`config.mk`:
```
export PLATFORM = sky130hd
export DESIGN_NAME = axi_burst_former
export DESIGN_NICKNAME = d
export VERILOG_FILES = /design/src/rtl/axi_burst_former_pkg.sv /design/src/rtl/fifo_v3.sv /design/src/rtl/axi_burst_former.sv
export SDC_FILE = /design/constraint.sdc
export NUM_CORES = 1
export LEC_CHECK = 0
export ABC_AREA = 1
export CAP_MARGIN = 0
export CORE_MARGIN = 1.5
export CORE_UTILIZATION = 55
export DETAILED_ROUTE_END_ITERATION = 10
export PLACE_DENSITY = 0.74
export SLEW_MARGIN = 20
export SYNTH_ARGS = -nofsm -noshare
export SYNTH_HDL_FRONTEND = slang
export SYNTH_HIERARCHICAL = 1
export SYNTH_SLANG_ARGS = --single-unit
```
`constraint.sdc`:
```
create_clock -name clk -period 8 [get_ports clk]
set_clock_uncertainty 0.05 [all_clocks]
set_input_delay 1.2 -clock clk [delete_from_list [all_inputs] [get_ports clk]]
set_output_delay 1.2 -clock clk [all_outputs]
set_load 0.005 [all_outputs]
```
`src/rtl/axi_burst_former_pkg.sv`:
```
// Shared AXI4 encodings and helpers for the write-path burst former.
package axi_burst_former_pkg;

  localparam logic [1:0] AXI_BURST_INCR = 2'b01;

  localparam logic [1:0] AXI_RESP_OKAY   = 2'b00;
  localparam logic [1:0] AXI_RESP_EXOKAY = 2'b01;
  localparam logic [1:0] AXI_RESP_SLVERR = 2'b10;
  localparam logic [1:0] AXI_RESP_DECERR = 2'b11;

  // AxSIZE encoding: log2 of the number of bytes per beat.
  function automatic logic [2:0] size_from_width(input int unsigned data_w);
    return 3'($clog2(data_w / 8));
  endfunction

endpackage

```
`src/rtl/fifo_v3.sv`:
```
// Synchronous FIFO with optional fall-through and a synchronous flush.
module fifo_v3 #(
  parameter bit          FALL_THROUGH = 1'b0,
  parameter int unsigned DATA_WIDTH   = 32,
  parameter int unsigned DEPTH        = 8
) (
  input  logic                  clk,
  input  logic                  rst_n,
  input  logic                  flush_i,
  output logic                  full_o,
  output logic                  empty_o,
  input  logic [DATA_WIDTH-1:0] data_i,
  input  logic                  push_i,
  output logic [DATA_WIDTH-1:0] data_o,
  input  logic                  pop_i
);

  localparam int unsigned PTR_W = (DEPTH > 1) ? $clog2(DEPTH) : 1;
  localparam int unsigned CNT_W = $clog2(DEPTH + 1);
  localparam logic [PTR_W-1:0] LAST_PTR = PTR_W'(DEPTH - 1);

  logic [PTR_W-1:0]      rd_ptr;
  logic [PTR_W-1:0]      wr_ptr;
  logic [CNT_W-1:0]      count;
  logic [DATA_WIDTH-1:0] mem [DEPTH];
  logic                  is_empty;
  logic                  bypass;
  logic                  do_push;
  logic                  do_pop;

  assign is_empty = (count == '0);
  assign full_o   = (count == CNT_W'(DEPTH));
  // In fall-through mode a push into an empty FIFO popped in the same cycle never touches storage.
  assign bypass   = FALL_THROUGH && is_empty && push_i && pop_i;
  assign do_push  = push_i && !full_o && !bypass;
  assign do_pop   = pop_i && !is_empty;

  // NOTE: every signal written in always_comb is given a default first, so no path can infer a latch.
  always_comb begin
    empty_o = is_empty;
    data_o  = mem[rd_ptr];
    if (FALL_THROUGH && is_empty && push_i) begin
      empty_o = 1'b0;
      data_o  = data_i;
    end
  end

  // NOTE: sequential state uses non-blocking assignments so all registers update from pre-edge values.
  always_ff @(posedge clk or negedge rst_n) begin
    if (!rst_n) begin
      rd_ptr <= '0;
      wr_ptr <= '0;
      count  <= '0;
    end else if (flush_i) begin
      rd_ptr <= '0;
      wr_ptr <= '0;
      count  <= '0;
    end else begin
      if (do_push) wr_ptr <= (wr_ptr == LAST_PTR) ? '0 : wr_ptr + PTR_W'(1);
      if (do_pop)  rd_ptr <= (rd_ptr == LAST_PTR) ? '0 : rd_ptr + PTR_W'(1);
      count <= count + CNT_W'(do_push) - CNT_W'(do_pop);
    end
  end

  // NOTE: storage has no reset; the pointers and count alone decide which entries are valid.
  always_ff @(posedge clk) begin
    if (do_push) mem[wr_ptr] <= data_i;
  end

endmodule

```
`src/rtl/axi_burst_former.sv`:
```
// Turns a beat stream plus {addr,len} descriptors into AXI4 AW/W bursts and retires B responses.
module axi_burst_former
  import axi_burst_former_pkg::*;
#(
  parameter int unsigned DATA_W          = 32,
  parameter int unsigned ADDR_W          = 32,
  parameter int unsigned LEN_W           = 8,
  parameter int unsigned ADDR_DEPTH      = 2,
  parameter int unsigned DATA_DEPTH      = 16,
  parameter int unsigned MAX_OUTSTANDING = 4
) (
  input  logic                  clk,
  input  logic                  rst_n,
  input  logic                  flush_i,
  output logic                  empty_o,
  output logic                  err_o,
  input  logic                  data_valid_i,
  output logic                  data_ready_o,
  input  logic [DATA_W-1:0]     data_i,
  input  logic [DATA_W/8-1:0]   strb_i,
  input  logic                  addr_valid_i,
  output logic                  addr_ready_o,
  input  logic [ADDR_W-1:0]     addr_i,
  input  logic [LEN_W-1:0]      len_i,
  output logic                  awvalid_o,
  input  logic                  awready_i,
  output logic [ADDR_W-1:0]     awaddr_o,
  output logic [7:0]            awlen_o,
  output logic [2:0]            awsize_o,
  output logic [1:0]            awburst_o,
  output logic                  wvalid_o,
  input  logic                  wready_i,
  output logic [DATA_W-1:0]     wdata_o,
  output logic [DATA_W/8-1:0]   wstrb_o,
  output logic                  wlast_o,
  input  logic                  bvalid_i,
  output logic                  bready_o,
  input  logic [1:0]            bresp_i
);

  localparam int unsigned STRB_W    = DATA_W / 8;
  localparam int unsigned OUT_W     = $clog2(MAX_OUTSTANDING + 1);
  localparam int unsigned DESC_W    = LEN_W + ADDR_W;
  localparam int unsigned BEAT_W    = STRB_W + DATA_W;
  localparam int unsigned LEN_DEPTH = 2;
  localparam logic [2:0]  AW_SIZE   = size_from_width(DATA_W);

  logic              desc_full, desc_empty, desc_push;
  logic [DESC_W-1:0] desc_q;
  logic [LEN_W-1:0]  desc_len;

  logic              beat_full, beat_empty, beat_push;
  logic [BEAT_W-1:0] beat_q;

  logic              len_full, len_empty;
  logic [LEN_W-1:0]  len_head;

  logic              aw_hs, w_hs, w_done, b_retire;
  logic [OUT_W-1:0]  outstanding;
  logic [LEN_W-1:0]  beat_cnt;

  // Descriptor path: {len, addr}.
  assign addr_ready_o = !desc_full;
  assign desc_push    = addr_valid_i && addr_ready_o;

  fifo_v3 #(
    .FALL_THROUGH (1'b0),
    .DATA_WIDTH   (DESC_W),
    .DEPTH        (ADDR_DEPTH)
  ) i_desc_fifo (
    .clk     (clk),
    .rst_n   (rst_n),
    .flush_i (flush_i),
    .full_o  (desc_full),
    .empty_o (desc_empty),
    .data_i  ({len_i, addr_i}),
    .push_i  (desc_push),
    .data_o  (desc_q),
    .pop_i   (aw_hs)
  );

  assign desc_len  = desc_q[DESC_W-1:ADDR_W];
  assign awaddr_o  = desc_q[ADDR_W-1:0];
  assign awlen_o   = 8'(desc_len);
  assign awsize_o  = AW_SIZE;
  assign awburst_o = AXI_BURST_INCR;

  // An AW may only issue when its length has somewhere to wait for the matching W beats.
  assign awvalid_o = !desc_empty && !len_full && (outstanding < OUT_W'(MAX_OUTSTANDING));
  assign aw_hs     = awvalid_o && awready_i;

  fifo_v3 #(
    .FALL_THROUGH (1'b0),
    .DATA_WIDTH   (LEN_W),
    .DEPTH        (LEN_DEPTH)
  ) i_len_fifo (
    .clk     (clk),
    .rst_n   (rst_n),
    .flush_i (flush_i),
    .full_o  (len_full),
    .empty_o (len_empty),
    .data_i  (desc_len),
    .push_i  (aw_hs),
    .data_o  (len_head),
    .pop_i   (w_done)
  );

  // Beat path: {strb, data}.
  assign data_ready_o = !beat_full;
  assign beat_push    = data_valid_i && data_ready_o;

  fifo_v3 #(
    .FALL_THROUGH (1'b0),
    .DATA_WIDTH   (BEAT_W),
    .DEPTH        (DATA_DEPTH)
  ) i_beat_fifo (
    .clk     (clk),
    .rst_n   (rst_n),
    .flush_i (flush_i),
    .full_o  (beat_full),
    .empty_o (beat_empty),
    .data_i  ({strb_i, data_i}),
    .push_i  (beat_push),
    .data_o  (beat_q),
    .pop_i   (w_hs)
  );

  // W beats are gated by the length FIFO, so they can never overtake their AW.
  assign wvalid_o = !beat_empty && !len_empty;
  assign wdata_o  = beat_q[DATA_W-1:0];
  assign wstrb_o  = beat_q[BEAT_W-1:DATA_W];
  assign wlast_o  = wvalid_o && (beat_cnt == len_head);
  assign w_hs     = wvalid_o && wready_i;
  assign w_done   = w_hs && wlast_o;

  always_ff @(posedge clk or negedge rst_n) begin
    if (!rst_n) begin
      beat_cnt <= '0;
    end else if (flush_i) begin
      beat_cnt <= '0;
    end else if (w_hs) begin
      beat_cnt <= wlast_o ? '0 : beat_cnt + LEN_W'(1);
    end
  end

  // A B arriving with nothing outstanding is dropped so the counter cannot wrap.
  assign bready_o = 1'b1;
  assign b_retire = bvalid_i && bready_o && (outstanding != '0);

  // Flush deliberately leaves this alone: bursts already on the bus still owe a B.
  always_ff @(posedge clk or negedge rst_n) begin
    if (!rst_n) begin
      outstanding <= '0;
    end else if (aw_hs && !b_retire) begin
      outstanding <= outstanding + OUT_W'(1);
    end else if (!aw_hs && b_retire) begin
      outstanding <= outstanding - OUT_W'(1);
    end
  end

  always_ff @(posedge clk or negedge rst_n) begin
    if (!rst_n) begin
      err_o <= 1'b0;
    end else if (flush_i) begin
      err_o <= 1'b0;
    end else if (b_retire && (bresp_i != AXI_RESP_OKAY)) begin
      err_o <= 1'b1;
    end
  end

  assign empty_o = desc_empty && beat_empty && len_empty && (outstanding == '0);

endmodule
```
==> impl_results.md, run 1 <==
- Worst-Margin Slew: 1.09 ns
- Pre-Repair DR Iteration Count: 5
- Static Leak: 0.0140 µW
- Row cnt: 85
- Antenna-violating nets left: 0
- Register area share after synthesis: 0.703
- Setup TNS: 0 ns
- Cells after Synth: 2828
- Placement Setup Slack: 2.83 ns
- DR WL/cell: 18.6 µm
- CTS tree: done
- Via-to-Cell Ratio: 5.32
- Most common cell after layout, fill and taps aside: nand2_1
- Fraction of synthesized area in multiplexers: 0.000377
- CTS max path bufs: 3
- Worst Hold Class: reg -> reg
- Simple-Gate Fraction of Synth Area: 0.221
- CTS Hold Bufs: 0
- Total Wirelength: 69.5 mm
- Crit path launch type: register
- Clock period minus worst slack: 5.83 ns
- Worst rel slew slack: 0.271
- Via count: 19900
- Fmax: 172 MHz
- Max-slew violations: 0
- Ys Warns: 6
- Layout cell share with drive strength beyond 1: 0.0616
- Clk slew on worst S/H paths: 0.06 ns
- Peak supply drop: 176 µV
- Crit path DAT: 4.58 ns
- Max_cap viols: 0
- Worst-skew pair later-pin latency: 0.61 ns
- Final hold violation count: 0
- Clock sink count: 705
- Final setup viols: 0
- Post-Syn Area per Cell: 10.6 µm²
- Largest net degree at the start of global routing: 122
- DP HPWL: 36.4 mm
- Final worst path period share: 0.728
- Port Buffers: 168
- GRT Residual Overflow: 0
- GRT Resource Usage Total: 0.252
- CTS root buf: clkbuf_16
- CTS buffer count: 72
- Final worst slack: 2.17 ns
- DRC: 0
- Area Growth Syn to Fin: 15.3%
- Number of antenna violations at the first check in global routing: 2
- CTS H-Tree Depth: 3
- Setup repair after global routing missed its margin: false
- Compound-Gate Fraction of Synth Area: 0.00519
- Crit path required time: 6.75 ns
- GPL Wtd Cong: 0.814
- Nets: 3083
- Xor-xnor portion of the synthesized cell area: 0.00234
- Kind of critical path: reg -> out
- Critical path capture point type: output pin
- Core area: 53800 µm²
- DIE AREA: 55800 µm²
- Number of global-route vias before repair: 19500
- Initial DRC Count: 1991
- Die span in x: 236 µm
- Power per cell area: 265 nW/µm²
- Synth unique cells: 36
- First-pass GRT wire length: 108 mm
- Commonest non-fill, non-tap cells in the layout: 1110 x nand2_1, 672 x edfxtp_1, 281 x inv_1
- Synthesized area: 29900 µm²
- Total I/O pin count: 175
- Post-layout util: 0.640
- Starting Density: 0.556
- Crit-path max FO: 107
- Post_cts resized: 0
- Post-synthesis adder-cell area fraction: 0.00845
- Post-CTS Setup Bufs: 0
- Total power draw: 9130 µW
- Largest family of logic cells by synthesized area: simple AND/OR/NAND/NOR gates
- FF+latch count, synth: 705
- Status: complete, no violations
- Die Y: 236 µm
-- cells by family after synthesis --
kind of cell,after synthesis
adder cells (fa/ha/maj),19
AO/OA/AOI/OAI,26
XOR/XNOR,8
other,2
buffers and inverters,416
flip-flops,705
AND/OR/NAND/NOR,1651
multiplexers,1
-- where the power goes --
group	internal [µW]	total (µW)	switching, µW
Clock	1880	3240	1360
Combinational	571	1470	902
Sequential	4320	4420	99.9
-- per-layer routing --
layer	global-route usage	share of wire	wire, µm	up-vias
met5	0	0	0	-
met4	0.0771	0.024	1670	0
met3	0.0454	0.076	5320	124
met2	0.421	0.49	34000	776
met1	0.339	0.41	28500	9520
li1	-	-	-	9435
-- registers in the layout, summed over array words and instances, names as in the netlist, 2 cells and up --
signal,cells
i_desc_fifo/mem,80
i_len_fifo/mem,16
i_len_fifo/count,2
outstanding,3
i_beat_fifo/mem,576
i_beat_fifo/count,5
i_beat_fifo/rd_ptr,4
i_desc_fifo/count,2
i_beat_fifo/wr_ptr,4
beat_cnt,8
-- worst paths after layout --
| check | from | endpoint | slack, ns | depth (start not counted) |
|---|---|---|---|---|
| worst max-delay path | i_beat_fifo/rd_ptr[0]$_DFFE_PN0P_ | wstrb_o[2] | 2.17 | 9 |
| worst min-delay path | err_o$_DFFE_PN0P_ | err_o$_DFFE_PN0P_ | 0.48 | 1 |
| worst max register to register | i_beat_fifo/count[3]$_DFF_PN0_ | i_beat_fifo/mem[5][14]$_DFFE_PP_ | 4.61 | 10 |
| worst min register to register | err_o$_DFFE_PN0P_ | err_o$_DFFE_PN0P_ | 0.48 | 1 |
| max in group asynchronous | rst_n | i_beat_fifo/rd_ptr[0]$_DFFE_PN0P_ | 6.58 | 2 |
| min in group asynchronous | rst_n | beat_cnt[7]$_DFFE_PN0P_ | 0.96 | 2 |
-- final cells by class --
cell class | instances | area, µm²
Timing Repair Buffer | 199 | 1940
Clock buffer | 95 | 1990
Inverter | 289 | 1100
Sequential cell | 705 | 21000
Multi-Input combinational cell | 1711 | 7260
Tap cell | 696 | 871
Antenna cell | 1 | 2.50
Clock inverter | 36 | 280
Fill cell | 4058 | 19400
-- critical path: stages (launching register included) --
cell             delay (ns)
dfrtp_4                0.96
buf_4                  0.75
buf_4                  0.93
nand2_1                0.11
nand3_1                0.13
nand2_1                0.07
nor2_1                 0.12
nand2_1                0.05
nand2_1                0.15
clkdlybuf4s50_1        0.53
-- cell usage after synthesis (all sizes together) --
library cell	instances	area share
nor2	266	0.034
nor3b	1	0.00025
dfrtp	33	0.028
xnor2	2	0.00059
mux2	1	0.00038
nor3	2	0.00033
ha	17	0.0071
nand4	4	0.00084
a21oi	13	0.0028
inv	289	0.037
nand3	247	0.041
clkbuf	17	0.0021
o21a	1	0.00025
xor2	6	0.0018
o21ai	12	0.0021
fa	2	0.0013
and2	2	0.00042
conb	2	0.00025
buf	110	0.021
nand2	1129	0.14
edfxtp	672	0.67
-- per-stage QoR --
| stage | std cells | hold WS [ns] | cell area [µm²] |
|---|---|---|---|
| CTS | 3731 | 0.485 | 34500 |
| global placement | 3598 | 0.422 | 32100 |
| finish | 3732 | 0.476 | 34500 |
| detailed placement | 3600 | 0.460 | 32200 |
| floorplan | 2832 | 0.437 | 29900 |
| global route | 3732 | 0.488 | 34500 |
(Power assumes the default switching activity.)
==> run 2: changes to the inputs <==
--- a/config.mk
+++ b/config.mk
@@ -8,9 +8,9 @@
 export ABC_AREA = 1
 export CAP_MARGIN = 0
 export CORE_MARGIN = 1.5
-export CORE_UTILIZATION = 55
+export CORE_UTILIZATION = 54
 export DETAILED_ROUTE_END_ITERATION = 10
-export PLACE_DENSITY = 0.74
+export PLACE_DENSITY = 0.76
 export SLEW_MARGIN = 20
 export SYNTH_ARGS = -nofsm -noshare
 export SYNTH_HDL_FRONTEND = slang
==> constraint.sdc (replaced) <==
create_clock -name clk -period 5.2 [get_ports clk]
set_clock_uncertainty 0.05 [all_clocks]
set_input_delay 0.78 -clock clk [delete_from_list [all_inputs] [get_ports clk]]
set_output_delay 0.78 -clock clk [all_outputs]
set_load 0.005 [all_outputs]
==> run 2 against run 1 <==
Total power rose by 54%. Final cell count rose by 0.35%. Combinational power rose by 60%. Register-to-register slack got worse by 2.7 ns. Critical path type unchanged. Largest cell class unchanged. Largest power group unchanged.
==> impl_results.md, run 2 (synthesis results as in run 1) <==
- Status: complete, no violations (unchanged)
- GPL Wtd Cong: 0.847 (was 0.814)
- CTS buffer count: 71 (was 72)
- Setup TNS: 0 ns (unchanged)
- Worst-skew pair later-pin latency: 0.60 ns (was 0.61 ns)
- Clk slew on worst S/H paths: 0.06 ns (about the same)
- Row cnt: 86 (was 85)
- Number of antenna violations at the first check in global routing: 1 (was 2)
- Commonest non-fill, non-tap cells in the layout: 1110 x nand2_1, 672 x edfxtp_1, 282 x inv_1 (was 1110 x nand2_1, 672 x edfxtp_1, 281 x inv_1)
- Total I/O pin count: 175 (unchanged)
- Sequential Area: 21000 µm² (unchanged)
- Area Growth Syn to Fin: 15.7% (was 15.3%)
- Final worst slack: 0.889 ns (was 2.17 ns)
- Largest registers: i_beat_fifo/mem x576, i_desc_fifo/mem x80, i_len_fifo/mem x16 (unchanged)
- Most common cell after layout, fill and taps aside: nand2_1 (unchanged)
- Antenna-violating nets left: 0 (unchanged)
- Starting Density: 0.545 (was 0.556)
- Max FFs per register: 576 (unchanged)
- Post-CTS Setup Bufs: 0 (unchanged)
- Setup repair after global routing missed its margin: false (unchanged)
- Post_cts resized: 0 (unchanged)
- Final hold violation count: 0 (unchanged)
- Total Wirelength: 69.4 mm (was 69.5 mm)
- Final instance area: 34600 µm² (was 34500 µm²)
- Filler Cell Count: 4070 (was 4058)
- Final setup viols: 0 (unchanged)
- Pre-Repair DR Iteration Count: 6 (was 5)
- Core area: 54900 µm² (was 53800 µm²)
- Worst rel slew slack: 0.214 (was 0.271)
- CTS H-Tree Depth: 3 (unchanged)
- Multi-input logic area: 7260 µm² (unchanged)
- Crit-path max FO: 73 (was 107)
- DP HPWL: 41.0 mm (was 36.4 mm)
- CTS root buf: clkbuf_16 (unchanged)
- Kind of critical path: reg -> out (unchanged)
- Via count: 20200 (was 19900)
- Via-to-Cell Ratio: 5.39 (was 5.32)
- Initial DRC Count: 2083 (was 1991)
- Worst-Margin Slew: 1.18 ns (was 1.09 ns)
- Power per cell area: 405 nW/µm² (was 265 nW/µm²)
- Final worst path period share: 0.829
- DR WL/cell: 18.5 µm (was 18.6 µm)
- Fmax: 232 MHz
- Placement Setup Slack: 1.51 ns (was 2.83 ns)
- CTS max path bufs: 3 (unchanged)
- CTS Hold Bufs: 0 (unchanged)
- Die span in x: 238 µm (was 236 µm)
- Max-slew violations: 0 (unchanged)
- Area after DPL: 32400 µm² (was 32200 µm²)
- Critical path capture point type: output pin (unchanged)
- Crit path DAT: 3.48 ns (was 4.58 ns)
- Largest reg by FF count: i_beat_fifo/mem (unchanged)
- Static Leak: 0.0140 µW (about the same)
- Layout cell share with drive strength beyond 1: 0.0632 (was 0.0616)
- Crit path required time: 4.37 ns (was 6.75 ns)
- Clock period minus worst slack: 4.31 ns
- GRT Residual Overflow: 0 (unchanged)
- Max_cap viols: 0 (unchanged)
- DIE AREA: 56800 µm² (was 55800 µm²)
- Nets: 3092 (was 3083)
- Largest net degree at the start of global routing: 209 (was 122)
- CTS tree: done (unchanged)
- Clock sink count: 705 (unchanged)
- Crit path launch type: register (unchanged)
- DRC: 0 (unchanged)
- Port Buffers: 168 (unchanged)
- Worst Hold Class: reg -> reg (unchanged)
- Number of global-route vias before repair: 20000 (was 19500)
- Peak supply drop: 263 µV (was 176 µV)
- Die Y: 238 µm (was 236 µm)
- First-pass GRT wire length: 108 mm (about the same)
- GRT Resource Usage Total: 0.247 (was 0.252)
==> run 2: cell count changes in the layout (fill, tap and decap cells not counted) <==
cell,previous run,this run
clkinvlp_4,1,2
clkinv_2,11,5
clkbuf_1,17,19
buf_16,0,5
inv_6,2,4
clkbuf_16,76,72
buf_4,29,32
buf_8,0,1
buf_12,2,3
inv_1,281,282
inv_16,0,2
clkinv_1,18,15
==> run 2: layout make-up <==
cell class / instances / area share
multi-input cells: 1711 / 0.210
diodes: 1 / 0.0000723
repair buffers: 209 / 0.0617
clock inverters: 33 / 0.00890
clock buffers: 93 / 0.0549
flip-flops and latches: 705 / 0.607
well taps: 704 / 0.0255
inverters: 289 / 0.0318
==> run 2: path summary, 6_finish.rpt <==
| path | from | end | slack, ns | cells after the start |
|---|---|---|---|---|
| worst max-delay path | i_beat_fifo/rd_ptr[1]$_DFFE_PN0P_ | wstrb_o[1] | 0.89 | 9 |
| worst min-delay path | err_o$_DFFE_PN0P_ | err_o$_DFFE_PN0P_ | 0.48 | 1 |
| worst max register to register | i_beat_fifo/count[2]$_DFF_PN0_ | i_beat_fifo/mem[9][3]$_DFFE_PP_ | 1.91 | 10 |
| worst min register to register | err_o$_DFFE_PN0P_ | err_o$_DFFE_PN0P_ | 0.48 | 1 |
| max in group asynchronous | rst_n | i_beat_fifo/rd_ptr[0]$_DFFE_PN0P_ | 4.18 | 2 |
| min in group asynchronous | rst_n | i_desc_fifo/rd_ptr$_DFFE_PN0P_ | 0.55 | 2 |
==> run 2: critical path, cell delays in order (launching register included) <==
cell and delay (ns):
dfrtp_2 0.80, nand2_1 0.19, inv_2 0.08, buf_4 0.77, nand2_1 0.12, nor2_1 0.14, nor2_1 0.06, nand2_1 0.06
nand2_1 0.13, clkdlybuf4s50_1 0.50
==> run 2: stage by stage <==
| stage | instances | hold WS [ns] | total power (µW) | utilization |
|---|---|---|---|---|
| 3_5_place_dp | 3618 | 0.472 | 9230 | 0.590 |
| 5_1_grt | 3745 | 0.489 | 14600 | 0.631 |
| 3_3_place_gp | 3611 | 0.428 | 9110 | 0.587 |
| 2_1_floorplan | 2832 | 0.434 | 8170 | - |
| 6_report | 3745 | 0.482 | 14000 | 0.631 |
| 4_1_cts | 3744 | 0.488 | 14100 | 0.630 |
==> run 2: report_power, final <==
part / leakage [µW] / switching, µW / internal, µW
Clock: 0.00107 / 2110 / 2790
Combinational: 0.00641 / 1460 / 893
Sequential: 0.00653 / 132 / 6640
==> run 2: per-layer routing <==
layer	GRT usage	up-vias	wire, µm
met2	0.417	905	34300
met1	0.324	9679	27900
met5	0	-	0
li1	-	9459	-
met3	0.0407	150	5380
met4	0.0880	0	1870
